==> config.mk <==
export PLATFORM = sky130hd
export DESIGN_NAME = switch_outport_alloc_flat
export DESIGN_NICKNAME = d
export VERILOG_FILES = /design/src/rtl/router_pkg.sv /design/src/rtl/switch_outport_alloc_if.sv /design/src/rtl/switch_outport_alloc_rr_arbiter.sv /design/src/rtl/switch_outport_alloc.sv /design/src/flat_wrapper.sv
export SDC_FILE = /design/constraint.sdc
export NUM_CORES = 1
export LEC_CHECK = 0
export ABC_AREA = 1
export ABC_CLOCK_PERIOD_IN_PS = 6140
export BUFFER_PORTS_ARGS = -buffer_cell sky130_fd_sc_hd__buf_2
export CORE_MARGIN = 2
export CORE_UTILIZATION = 25
export CTS_CLUSTER_DIAMETER = 120
export DETAILED_ROUTE_END_ITERATION = 10
export GPL_TIMING_DRIVEN = 0
export HOLD_SLACK_MARGIN = 0.08
export SYNTH_ARGS = -nofsm -noshare
export SYNTH_HDL_FRONTEND = slang
export SYNTH_HIERARCHICAL = 1
export SYNTH_SLANG_ARGS = --single-unit
==> constraint.sdc <==
create_clock -name clk -period 6.14 [get_ports clk]
set_clock_uncertainty 0.1 [all_clocks]
set_input_delay 0.614 -clock clk [delete_from_list [all_inputs] [get_ports clk]]
set_output_delay 0.614 -clock clk [all_outputs]
set_load 0.03 [all_outputs]
==> src/rtl/router_pkg.sv <==
// Shared router types: port count, flit formats and output-port FSM states.
package router_pkg;

    localparam int NUM_OF_PORTS = 5;
    localparam int FLIT_DATA_W  = 32;
    localparam int PORT_IDX_W   = $clog2(NUM_OF_PORTS);

    typedef enum logic [1:0] {
        HEAD_FLIT   = 2'd0,
        BODY_FLIT   = 2'd1,
        TAIL_FLIT   = 2'd2,
        SINGLE_FLIT = 2'd3
    } flit_type_t;

    typedef struct packed {
        flit_type_t             flit_type;
        logic [FLIT_DATA_W-1:0] data;
    } flit_t;

    // src_port names the input the crossbar switched this flit from
    typedef struct packed {
        flit_t                 flit;
        logic [PORT_IDX_W-1:0] src_port;
    } router_pipeline_bus_t;

    typedef enum logic {
        OP_IDLE   = 1'b0,
        OP_ACTIVE = 1'b1
    } OUTPORT_STATE;

    function automatic logic is_last(flit_type_t t);
        return (t == TAIL_FLIT) || (t == SINGLE_FLIT);
    endfunction

endpackage

==> src/rtl/switch_outport_alloc_if.sv <==
// Output-port bundle: crossbar request/ack, switched flit, link flit and credit status.
// OUTPORT_TIMEOUT_EN adds the o_timeout pulse.
interface switch_outport_alloc_if
    import router_pkg::*;
#(
    parameter int BUF_DEPTH = 4
);
    localparam int CNT_W = $clog2(BUF_DEPTH + 1);

    logic [NUM_OF_PORTS-1:0] i_outport_req;
    logic [NUM_OF_PORTS-1:0] o_outport_ack;
    router_pipeline_bus_t    i_s2o;
    logic                    i_flit_valid;
    logic                    o_ready;
    flit_t                   o_flit;
    logic                    o_flit_valid;
    logic                    i_credit;
    logic [CNT_W-1:0]        o_credit_cnt;
    logic                    o_busy;
    logic                    o_credit_err;
`ifdef OUTPORT_TIMEOUT_EN
    logic                    o_timeout;
`endif

    modport master (
`ifdef OUTPORT_TIMEOUT_EN
        input  o_timeout,
`endif
        output i_outport_req, i_s2o, i_flit_valid, i_credit,
        input  o_outport_ack, o_ready, o_flit, o_flit_valid,
        input  o_credit_cnt, o_busy, o_credit_err
    );

    modport slave (
`ifdef OUTPORT_TIMEOUT_EN
        output o_timeout,
`endif
        input  i_outport_req, i_s2o, i_flit_valid, i_credit,
        output o_outport_ack, o_ready, o_flit, o_flit_valid,
        output o_credit_cnt, o_busy, o_credit_err
    );

endinterface

==> src/rtl/switch_outport_alloc_rr_arbiter.sv <==
// Combinational round-robin pick: first set request at or after ptr, wrapping modulo N.
module rr_arbiter #(
    parameter  int N     = 5,
    localparam int PTR_W = (N > 1) ? $clog2(N) : 1
) (
    input  logic [N-1:0]     req,
    input  logic [PTR_W-1:0] ptr,
    output logic [N-1:0]     grant
);

    int idx;

    // Walk from farthest to nearest so the nearest requester is written last
    always_comb begin
        grant = '0;
        idx   = 0;
        for (int i = N - 1; i >= 0; i--) begin
            idx = (int'(ptr) + i) % N;
            if (req[idx]) begin
                grant      = '0;
                grant[idx] = 1'b1;
            end
        end
    end

endmodule

==> src/rtl/switch_outport_alloc.sv <==
// Per-output allocator: round-robin lock from head to tail, registered link stage, credit flow control.
// OUTPORT_TIMEOUT_EN enables the idle-lock watchdog and its o_timeout pulse.
//
// state     | meaning
// OP_IDLE   | no lock; arbitrating requests, o_ready low
// OP_ACTIVE | locked to one input; flits pass while credits remain
module switch_outport_alloc
    import router_pkg::*;
#(
    parameter int PORT_ID   = 0,
    parameter int BUF_DEPTH = 4,
    parameter int TIMEOUT   = 64
) (
    input  logic                 clk,
    input  logic                 rst,
    switch_outport_alloc_if.slave bus
);

    localparam int CNT_W = $clog2(BUF_DEPTH + 1);
    localparam int PTR_W = PORT_IDX_W;
    localparam logic [CNT_W-1:0] CNT_MAX = CNT_W'(BUF_DEPTH);

    OUTPORT_STATE            state;
    logic [PTR_W-1:0]        rr_ptr;
    logic [PTR_W-1:0]        gnt_idx;
    logic [PTR_W-1:0]        ptr_next;
    logic [NUM_OF_PORTS-1:0] gnt;
    logic [CNT_W-1:0]        credit_cnt;
    logic                    accept;

`ifdef OUTPORT_TIMEOUT_EN
    localparam int TO_W = $clog2(TIMEOUT + 1);
    localparam logic [TO_W-1:0] TO_LAST = TO_W'(TIMEOUT - 1);
    logic [TO_W-1:0] to_cnt;
`endif

    rr_arbiter #(.N(NUM_OF_PORTS)) u_rr_arbiter (
        .req   (bus.i_outport_req),
        .ptr   (rr_ptr),
        .grant (gnt)
    );

    always_comb begin
        gnt_idx = '0;
        for (int i = 0; i < NUM_OF_PORTS; i++) begin
            if (gnt[i]) gnt_idx = PTR_W'(i);
        end
        ptr_next = (gnt_idx == PTR_W'(NUM_OF_PORTS - 1)) ? '0 : gnt_idx + PTR_W'(1);
    end

    assign bus.o_ready      = (state == OP_ACTIVE) && (credit_cnt != '0);
    assign accept           = bus.i_flit_valid && bus.o_ready;
    assign bus.o_busy       = (state == OP_ACTIVE);
    assign bus.o_credit_cnt = credit_cnt;

    always_ff @(posedge clk or posedge rst) begin
        if (rst) begin
            state             <= OP_IDLE;
            rr_ptr            <= '0;
            credit_cnt        <= CNT_MAX;
            bus.o_outport_ack <= '0;
            bus.o_flit        <= '0;
            bus.o_flit_valid  <= 1'b0;
            bus.o_credit_err  <= 1'b0;
`ifdef OUTPORT_TIMEOUT_EN
            to_cnt            <= '0;
            bus.o_timeout     <= 1'b0;
`endif
        end else begin
            bus.o_flit_valid <= accept;
            if (accept) bus.o_flit <= bus.i_s2o.flit;

            // Simultaneous accept and credit return cancel out
            if (accept && !bus.i_credit) begin
                credit_cnt <= credit_cnt - CNT_W'(1);
            end else if (!accept && bus.i_credit) begin
                if (credit_cnt == CNT_MAX) bus.o_credit_err <= 1'b1;
                else                       credit_cnt <= credit_cnt + CNT_W'(1);
            end

`ifdef OUTPORT_TIMEOUT_EN
            bus.o_timeout <= 1'b0;
`endif
            case (state)
                OP_IDLE: begin
`ifdef OUTPORT_TIMEOUT_EN
                    to_cnt <= '0;
`endif
                    if (|bus.i_outport_req) begin
                        bus.o_outport_ack <= gnt;
                        rr_ptr            <= ptr_next;
                        state             <= OP_ACTIVE;
                    end
                end
                OP_ACTIVE: begin
                    if (accept && is_last(bus.i_s2o.flit.flit_type)) begin
                        bus.o_outport_ack <= '0;
                        state             <= OP_IDLE;
                    end
`ifdef OUTPORT_TIMEOUT_EN
                    else if (!accept && to_cnt == TO_LAST) begin
                        bus.o_outport_ack <= '0;
                        bus.o_timeout     <= 1'b1;
                        to_cnt            <= '0;
                        state             <= OP_IDLE;
                    end else if (accept) begin
                        to_cnt <= '0;
                    end else begin
                        to_cnt <= to_cnt + TO_W'(1);
                    end
`endif
                end
                default: state <= OP_IDLE;
            endcase
        end
    end

    a_params: assert property (@(posedge clk)
        (PORT_ID < NUM_OF_PORTS) && (BUF_DEPTH >= 1) && (TIMEOUT >= 1));

    a_no_flit_when_idle: assert property (@(posedge clk) disable iff (rst)
        !(state == OP_IDLE && bus.i_flit_valid));

    a_flit_from_granted: assert property (@(posedge clk) disable iff (rst)
        accept |-> bus.o_outport_ack[bus.i_s2o.src_port]);

    a_ack_onehot: assert property (@(posedge clk) disable iff (rst)
        $onehot0(bus.o_outport_ack));

endmodule

==> src/flat_wrapper.sv <==
// flat-port wrapper written by rule: the top's interface ports become plain ports
module switch_outport_alloc_flat import router_pkg::*;
#(
    parameter int PORT_ID   = 0,
    parameter int BUF_DEPTH = 4,
    parameter int TIMEOUT   = 64
)
  (clk, rst, bus_i_outport_req, bus_i_s2o, bus_i_flit_valid, bus_i_credit, bus_o_outport_ack, bus_o_ready, bus_o_flit, bus_o_flit_valid, bus_o_credit_cnt, bus_o_busy, bus_o_credit_err);
  switch_outport_alloc_if #(.BUF_DEPTH(BUF_DEPTH)) bus_i ();
  input  logic clk;
  input  logic rst;
  input wire logic [$bits(bus_i.i_outport_req)-1:0] bus_i_outport_req;
  input wire logic [$bits(bus_i.i_s2o)-1:0] bus_i_s2o;
  input wire logic [$bits(bus_i.i_flit_valid)-1:0] bus_i_flit_valid;
  input wire logic [$bits(bus_i.i_credit)-1:0] bus_i_credit;
  output wire logic [$bits(bus_i.o_outport_ack)-1:0] bus_o_outport_ack;
  output wire logic [$bits(bus_i.o_ready)-1:0] bus_o_ready;
  output wire logic [$bits(bus_i.o_flit)-1:0] bus_o_flit;
  output wire logic [$bits(bus_i.o_flit_valid)-1:0] bus_o_flit_valid;
  output wire logic [$bits(bus_i.o_credit_cnt)-1:0] bus_o_credit_cnt;
  output wire logic [$bits(bus_i.o_busy)-1:0] bus_o_busy;
  output wire logic [$bits(bus_i.o_credit_err)-1:0] bus_o_credit_err;
  assign bus_i.i_outport_req = bus_i_outport_req;
  assign bus_i.i_s2o = bus_i_s2o;
  assign bus_i.i_flit_valid = bus_i_flit_valid;
  assign bus_i.i_credit = bus_i_credit;
  assign bus_o_outport_ack = bus_i.o_outport_ack;
  assign bus_o_ready = bus_i.o_ready;
  assign bus_o_flit = bus_i.o_flit;
  assign bus_o_flit_valid = bus_i.o_flit_valid;
  assign bus_o_credit_cnt = bus_i.o_credit_cnt;
  assign bus_o_busy = bus_i.o_busy;
  assign bus_o_credit_err = bus_i.o_credit_err;
  switch_outport_alloc #(.PORT_ID(PORT_ID), .BUF_DEPTH(BUF_DEPTH), .TIMEOUT(TIMEOUT)) u_core (.clk(clk), .rst(rst), .bus(bus_i));
endmodule
# Word-level counts from Yosys, hierarchy flattened
# Cells that the tools add are included.
dict set report totals {
  reg_bits 48
  wordCells 103
  latchBits 0
  memories 0
  in_bits 46
  ramBits 0
  romBits 0
}
dict set report op_classes {
  eq_ne 7
  n_shift 0
  n_div 5
  mul 0
  muxes 44
  bitwise 2
  reduce_logical 20
  magnitude_cmp 10
  add_sub_neg 7
}
# cell n
set op_table {}
lappend op_table {{$ge A32 B1 Y1 const B} 5}
lappend op_table {{$lt A32 B5 Y1 const B} 5}
lappend op_table {{$mod A32 B4 Y32 const B} 4}
lappend op_table {{$mux W5} 7}
lappend op_table {{$mod A4 B4 Y32 const B} 1}
lappend op_table {{$mux W3} 7}
lappend op_table {{$mux W1} 18}
lappend op_table {{$bmux W1 S3} 5}
lappend op_table {{$demux W1 S3} 5}
lappend op_table {{$logic_and A1 B1 Y1} 10}
lappend op_table {{$pmux W5 S2} 1}
lappend op_table {{$add A3 B2 Y4 const B} 2}
lappend op_table {{$add A3 B1 Y3 const B} 2}
lappend op_table {{$eq A3 B3 Y1 const B} 2}
lappend op_table {{$reduce_and A2 Y1} 3}
lappend op_table {{$reduce_or A5 Y1} 1}
lappend op_table {{$add A3 B1 Y4 const B} 1}
lappend op_table {{$add A3 B3 Y4 const B} 1}
lappend op_table {{$eq A2 B2 Y1 const B} 2}
lappend op_table {{$ne A2 B1 Y1 const B} 2}
lappend op_table {{$reduce_and A3 Y1} 1}
lappend op_table {{$reduce_bool A3 Y1} 1}
lappend op_table {{$sub A3 B1 Y3 const B} 1}
lappend op_table {{$logic_not A1 Y1} 2}
lappend op_table {{5 further kinds} 6}

# Longest topological paths before layout
# Gate-level depths: netlist of the first run.
dict set report logic_depth {
  word_depth 17
  mapped_depth 33
  mapped_depth_nobuf 33
}

# Modules after synthesis
# The synthesis of the first run kept the hierarchy.
# module n_inst cells_each area_each_um2
set modules_own_cells {}
lappend modules_own_cells {rr_arbiter 1 408 2102.0}
lappend modules_own_cells {switch_outport_alloc 1 231 2052.0}

# Worst setup path before layout of the first run
# OpenSTA, ideal clock, no wires.
dict set report synth_path {
  path_type {flip-flop to flip-flop}
  start {reg u_core.rr_ptr[0]}
  end {reg u_core.rr_ptr[1]}
  setup_ps 83
  arrival_time_ps 3801
  period_less_slack_ps 3984
  stages_incl_launch_ff 31
  setup_slack_ps 2156
  cell_sequence {dfrtp_1 -> clkinv_1 -> ha_1 -> inv_1 -> ha_1 -> inv_1 -> ha_1 -> inv_1 -> ha_1 -> inv_1 -> a21oi_1 -> nor2_2 -> nand2_2 -> nand2_2 -> nand2_2 -> nand2_1 -> nand2_1 -> nand2_1 -> nand2_1 -> nand2_2 -> nand2_2 -> nand2_1 -> nand3_1 -> nand3_1 -> nand2_1 -> nand2_1 -> a21oi_1 -> nor2_1 -> ha_1 -> nand2_1 -> o21ai_0}
}
dict set report synth_via {
  elab_chain_cells 17
  word_cells_on_any_way 61
  classes_between {add/sub (5); div (5); order compare (10); eq/ne (1); mux (35); reduce/logical (5)}
}
# item line_no
set synth_lines {}
lappend synth_lines {{start: declaration} switch_outport_alloc.sv:24} ;# logic [PTR_W-1:0] rr_ptr;
lappend synth_lines {{start signal: assignment} switch_outport_alloc.sv:91} ;# rr_ptr <= ptr_next;
lappend synth_lines {{$add A3 B3 Y4} switch_outport_alloc_rr_arbiter.sv:18} ;# idx = (int'(ptr) + i) % N;
lappend synth_lines {{$mod A32 B4 Y32} switch_outport_alloc_rr_arbiter.sv:18}
lappend synth_lines {{$ge A32 B1 Y1 (not written as such) or $lt A32 B5 Y1 (tied branches)} switch_outport_alloc_rr_arbiter.sv:21} ;# grant[idx] = 1'b1;
lappend synth_lines {{$logic_and A1 B1 Y1 (not written as such)} switch_outport_alloc_rr_arbiter.sv:21}
lappend synth_lines {{$mux W1 (not written as such)} switch_outport_alloc_rr_arbiter.sv:21}
lappend synth_lines {{$demux W1 S3} switch_outport_alloc_rr_arbiter.sv:21}
lappend synth_lines {{$mux W5 (4 in a row)} switch_outport_alloc_rr_arbiter.sv:19} ;# if (req[idx]) begin
lappend synth_lines {{$mux W5 *} switch_outport_alloc_rr_arbiter.sv:19}
lappend synth_lines {{net u_core.gnt[1]} switch_outport_alloc.sv:27} ;# logic [NUM_OF_PORTS-1:0] gnt;
lappend synth_lines {{$mux W1 *} switch_outport_alloc.sv:46} ;# if (gnt[i]) gnt_idx = PTR_W'(i);
lappend synth_lines {{$mux W3 * (3 in a row)} switch_outport_alloc.sv:46}
lappend synth_lines {{$add A3 B1 Y3 or $eq A3 B3 Y1 (tied branches)} switch_outport_alloc.sv:48} ;# ptr_next = (gnt_idx == PTR_W'(NUM_OF_PORTS - 1)) ? '0 : gnt_idx + PTR_W'(1);
lappend synth_lines {{$mux W3 *} switch_outport_alloc.sv:48}
# Mark *: on every way through the listed nets, which the timed path passes. The rest lies on a longest branch. The select of a mux whose other input is x is not followed.
# A chain may end at the register's enable or synchronous reset.

# Worst setup path in the final report of the first run
# Same ends and word-level chain as after synthesis.

==> results of run 1 <==
per-stage QoR:
step	instance area (um^2)	setup WS [ns]	hold slack (ns)
after floorplan	4150	2.16	0.444
after global placement	4870	1.33	0.355
after detailed placement	4890	1.39	0.360
after CTS	5040	1.34	0.121
after global routing	5040	0.792	0.127
final	5040	1.41	0.119
path summary, 6_finish.rpt:
kind | endpoint | slack [ns]
max | u_core/rr_ptr[1] | 1.41
min | u_core/bus.o_flit[11] | 0.12
max reg2reg | u_core/rr_ptr[1] | 1.41
min reg2reg | u_core/bus.o_credit_err | 0.37
max in group asynchronous | u_core/bus.o_credit_cnt[2] | 5.30
min in group clk | u_core/bus.o_credit_err | 0.37
cell type report:
cell class / count / area, um^2
fill: 1821 / 11400
multi-input combinational: 498 / 2560
sequential: 48 / 1200
timing repair buffer: 89 / 460
inverter: 84 / 318
tap: 220 / 275
clock buffer: 7 / 143
buffer: 9 / 75.1
clock inverter: 1 / 7.51
synthesized netlist by cell type (3+ instances only):
library cell	number	area [um^2]
nand3_2	4	40.0
inv_1	70	263
nand2_2	29	181
dfrtp_1	47	1180
nor2_1	48	180
o21ai_1	3	15.0
buf_2	3	15.0
nor3_1	5	25.0
nand4_1	13	81.3
inv_2	9	33.8
clkinv_1	4	15.0
ha_1	28	350
a21oi_1	4	20.0
nor2_2	5	31.3
nand2_1	240	901
nand2_4	4	45.0
nand3_1	71	355
buf_4	3	22.5
xor2_1	3	26.3
o21ai_0	18	90.1
o21ai_2	5	43.8
critical path: cells and delay by family, from the launching register on:
kind            cells  cell delay, ns
buf+inv             5            0.74
flops               1            0.56
compound gates      3            0.60
simple gates       17            1.32
fa+ha+maj           5            1.32
registers in the layout, summed over array words and instances, names as in the netlist:
| signal | flops |
|---|---|
| u_core/bus.o_flit | 34 |
| u_core/bus.o_busy | 1 |
| u_core/rr_ptr | 3 |
| u_core/bus.o_flit_valid | 1 |
| u_core/bus.o_credit_cnt | 3 |
| u_core/bus.o_outport_ack | 5 |
| u_core/bus.o_credit_err | 1 |
layer usage:
layer  vias up  global-route usage [%]  part of all wire, %
met5         -                       0                    0
met4         0                    2.33                 0.82
met3        10                    1.30                  2.8
met2        48                    21.0                   49
met1      1857                    16.4                   47
li1       2212                       -                    -
kinds of logic after synthesis:
| group | after synthesis | synth area share (%) |
|---|---|---|
| AOI/OAI and AO/OA | 41 | 6.48 |
| xor gates and xnor gates | 4 | 0.844 |
| adders and majority gates | 29 | 8.92 |
| buffers and inverters | 93 | 9.46 |
| DFF | 48 | 28.9 |
| and+or+nand+nor | 424 | 45.4 |
==> impl_metrics.ini, run 1 <==
[run_status]
status = finished clean

[setup_path]
rr_startpoint = u_core/rr_ptr[0]
setup.worst_path.start_class = flop
worst_path_largest_cell_delay_ns = 0.56
cp-startpoint = u_core/rr_ptr[0]
cp_slowest_cell = dfrtp_1
crit_type = flop to flop
cp-end-kind = flop
critPathArrivalTime_ns = 4.83
reg2reg_depth = 30
path_common_cell = nand2_1
cp.required_ns = 6.24
critPathMaxFanout = 12

[min_path]
min_path_type = input port to asynchronous set/reset pin

[clocking]
clkSinkCount = 48
path_clk_slew_ns = 0.06
cts_setup_buffers = 0
clockBufferDepth = 2
holdBufCountCts = 0
cts_resized = 0
cts_max_level = 2
clock_latency_ns = 0.28
cts_tree = yes
numCtsBuffers = 5
cts-root-buf = clkbuf_16

[global_route]
grt_pass1_wl_mm = 17.9
grt-ovfl-total = 0
grt_pass1_vias = 3644
grt_max_degree = 42
antenna_found_initial = 0
track_usage_pct = 12.1

[placement]
place_inst = 948
post-dp-hpwl_mm = 8.72
globalplace.congestion = 0.803
port_buffers = 88

[sta]
min_period_over_period_pct = 77.0
rsz0062_at_grt = no
tightest_slew_ns = 0.627
slew-limit-headroom_pct = 58.0
fin_setup_tns_ns = 0
max_freq_mhz = 212
report.final.setup_viol = 0
hold_viol_final = 0
period_minus_slack_ns = 4.73
drv_slew = 0

[routing]
first_iter_violations = 188
drt_wl_total_mm = 10.8
wl_per_cell_um = 11.3
vias = 4127
ant_nets = 0
via_per_inst = 4.32
drc = 0
drt-pass1-iter-count = 4

[finish]
finalCoreUtilization_pct = 30.7
final_cell_mix = nand2_1, buf_2, nand3_1, inv_1, nor2_1
drive_gt1_share_pct = 23.0
n_antenna_cell = 0
area_growth_pct = 21.3
final_common_cell = nand2_1
instances_no_fill = 956
nNetsFinal = 810

[synth]
synth_seq_cells = 48
synth_cells = 639
yosysSeqAreaShare_pct = 28.9
yosysUniqueCellTypes = 40
syn-num-nets = 714
avgSynthCellArea_um2 = 6.50
synthFlopType = dfrtp_1
yosysWarnings = 6
mappedNetlistArea_um2 = 4150
async_reset_ff_share_pct = 100
synth_edf_count = 0

[die]
ioPinCount = 92
start_util_pct = 25.3
die_y_um = 133
rows = 47
core_um2 = 16400
die_w_um = 133
dieArea_um2 = 17700

[flow_run]
max_cap_violations = 0
Power of run 1 is left out: the tool's default activity adds up to more than one toggle a clock period on the data nets, which glitch-free logic cannot reach.
==> run 2: changes to the inputs <==
Settings changed: ABC_AREA 1 to 0, ABC_CLOCK_PERIOD_IN_PS 6140 to 4200.
Clock period 6.14 ns to 4.2 ns, I/O delays scaled along.
==> run 2 against run 1 <==
Net effect:
- the flow now finishes with violations (DRC, setup timing)
- fmax shrank 1.1%
- setup slack lost 2.0 ns
- non-clock buffer count grew 85
- final area grew 32%
- sequential cell count is the same
- sequential share of layout area shrank 5.8 points
- register-to-register slack lost 2.0 ns
- cell count grew 3.2%
- synthesized cell count shrank 6.3%
- utilization grew 6.2 points
- critical path type unchanged
- largest cell class unchanged
==> impl_metrics.ini, run 2 <==
[synth]
yosysWarnings = 6
synthFlopType = dfrtp_1
synth_area_leader_cell = dfrtp_1
syn-num-nets = 674
synth_cells = 599
yosysSeqAreaShare_pct = 26.0
yosysUniqueCellTypes = 89
synth_edf_count = 0
synthTopCellsByArea = dfrtp_1, nand2_1, ha_1, a21oi_1, o211ai_1
yosysMostFrequentCell = nand2_1
yosysTopAreaCellShare_pct = 25.4
avgSynthCellArea_um2 = 7.73
synth_common_cells = nand2_1, dfrtp_1, nor2_1
async_reset_ff_share_pct = 100
mappedNetlistArea_um2 = 4630
synth_seq_cells = 48

[sta]
tightest_slew_ns = 0.621
hold_viol_final = 0
max_freq_mhz = 209
drv_slew = 0
fin_setup_tns_ns = -1.67
report.final.setup_viol = 5
rsz0062_at_grt = yes
slew-limit-headroom_pct = 58.6
worst_slack_ns = -0.580
period_minus_slack_ns = 4.78
min_period_over_period_pct = 114

[setup_path]
r2r-end = u_core/rr_ptr[1]
reg2reg_depth = 22
cp.required_ns = 4.27
setup.worst_path.start_class = flop
critPathMaxFanout = 7
crit_end = u_core/rr_ptr[1]
ff2ff_setup_slack_ns = -0.58
cp-startpoint = u_core/rr_ptr[0]
rr_startpoint = u_core/rr_ptr[0]
critPathArrivalTime_ns = 4.84
cp-end-kind = flop
crit_type = flop to flop

[routing]
maxUsedRoutingLayer = met4
wl_met1_mm = 6.76
first_iter_violations = 518
via_per_inst = 5.31
ant_nets = 0
route.met2.wl_mm = 7.82
drc = 6
wl_per_cell_um = 16.5
dr_wl_met3_mm = 1.11
drt-pass1-iter-count = 8
drt_wl_total_mm = 16.2
vias = 5240

[die]
ioPinCount = 92
core_um2 = 18100
start_util_pct = 25.6
dieArea_um2 = 19600
die_y_um = 140
die_w_um = 140
rows = 49

[finish]
nNetsFinal = 831
largest_registers = u_core/bus.o_flit x34, u_core/bus.o_outport_ack x5
final.fill_count = 1821
final_common_cell = nand2_1
largest_register_ffs = 34
final_cell_mix = nand2_1, buf_2, buf_4, dfrtp_1, nor2_1
area_growth_pct = 44.1
drive_gt1_share_pct = 37.9
regMostFlops = u_core/bus.o_flit

[placement]
globalplace.congestion = 0.915
port_buffers = 88
dp_slack_ns = -1.00
post-dp-hpwl_mm = 11.3

[clocking]
clkSinkCount = 48
cts_tree = yes
cts_max_level = 2
numCtsBuffers = 5
clockBufferDepth = 2
clock_latency_ns = 0.28
cts-root-buf = clkbuf_16
path_clk_slew_ns = 0.07

[global_route]
antenna_found_initial = 0
track_usage_pct = 16.0
grt_max_degree = 37
grt-ovfl-total = 0
grt_pass1_wl_mm = 25.9
grt_pass1_vias = 5008

[run_status]
violations = DRC, setup timing
status = complete, but fails checks

[min_path]
holdCritStartpoint = bus_i_s2o[17]
min_path_type = input port to flop

[flow_run]
max_cap_violations = 0
[run 2: cell count changes in the layout (fill, tap and decap cells not counted), sizes merged, moves of 11 or more]
cell    change
nor2       -23
nand2b     +11
nand3      -64
o211ai     +15
buf        +74
a21oi      +24
nand2     -140
inv        -51
[run 2: layer usage]
| metal | global-route usage, % | vias up |
|---|---|---|
| li1 | - | 2496 |
| met1 | 21.0 | 2489 |
| met2 | 26.8 | 217 |
| met3 | 2.56 | 38 |
| met4 | 5.53 | 0 |
| met5 | 0 | - |
[run 2: per-stage QoR]
step / hold WS (ns) / std cells / utilization (%) / cell area [um^2]
final: 0.223 / 987 / 36.9 / 6670
after global routing: 0.220 / 986 / 36.9 / 6670
after CTS: 0.217 / 969 / 35.2 / 6360
after detailed placement: 0.288 / 917 / 30.7 / 5560
after global placement: 0.353 / 916 / 30.6 / 5540
after floorplan: 0.425 / 599 / - / 4810
[run 2: layout make-up]
type / count / area (um^2) / share of cell area, %
Timing Repair Buffer: 150 / 940 / 14.1
Timing Repair inverter: 1 / 8.76 / 0.131
Clock inverter: 2 / 15.0 / 0.225
Multi-Input combinational cell: 486 / 3650 / 54.7
Tap cell: 229 / 287 / 4.29
Buffer: 33 / 269 / 4.03
Antenna cell: 1 / 2.50 / 0.0375
Sequential cell: 48 / 1210 / 18.1
Inverter: 31 / 159 / 2.38
Clock buffer: 6 / 139 / 2.08
[run 2: cells by family (layout without fill, tap and decap cells)]
family | count (synthesis) | in the layout | share of synthesized area, %
other cells | 0 | 1 | 0
flops | 48 | 48 | 26.0
mux | 18 | 18 | 4.19
xor+xnor | 5 | 5 | 1.11
buf+inv | 65 | 223 | 6.19
compound gates | 171 | 171 | 26.8
fa+ha+maj | 29 | 29 | 8.00
simple gates | 263 | 263 | 27.7
[run 2: worst min path at each step]
| stage | slack (ns) | depth (start not counted) | to |
|---|---|---|---|
| floorplan | 0.43 | 2 | u_core/bus.o_flit[0] |
| global placement | 0.35 | 2 | u_core/bus.o_flit[12] |
| detailed placement | 0.29 | 2 | u_core/bus.o_flit[14] |
| CTS | 0.22 | 3 | u_core/bus.o_flit[14] |
| global route | 0.22 | 3 | u_core/bus.o_flit[18] |
| finish | 0.22 | 3 | u_core/bus.o_flit[14] |
[run 2: worst max-delay path, cell delays in order, from the launching register on]
cell and delay [ns]:
dfrtp_2 0.45, buf_8 0.14, clkinv_8 0.06, ha_4 0.28
clkbuf_16 0.14, inv_8 0.03, clkbuf_16 0.13, buf_4 0.15
ha_4 0.18, or3_4 0.40, and4_4 0.19, a41oi_1 0.23
o31ai_1 0.13, o211ai_1 0.47, and2_4 0.29, mux2i_4 0.25
o221ai_4 0.12, inv_2 0.10, a21oi_2 0.05, nor2_1 0.12
ha_2 0.28, nor2b_4 0.12, mux2_4 0.25
[run 2: timing repair]
item,4_1_cts,5_1_grt
gates cloned,1,0
gates resized for setup,64,38
setup buffers,47,18
pin swaps,19,27
hold endpoints to repair,11,0
hold buffers,1,0
setup endpoints to repair,8,7
Power of run 2 is left out for the same reason.
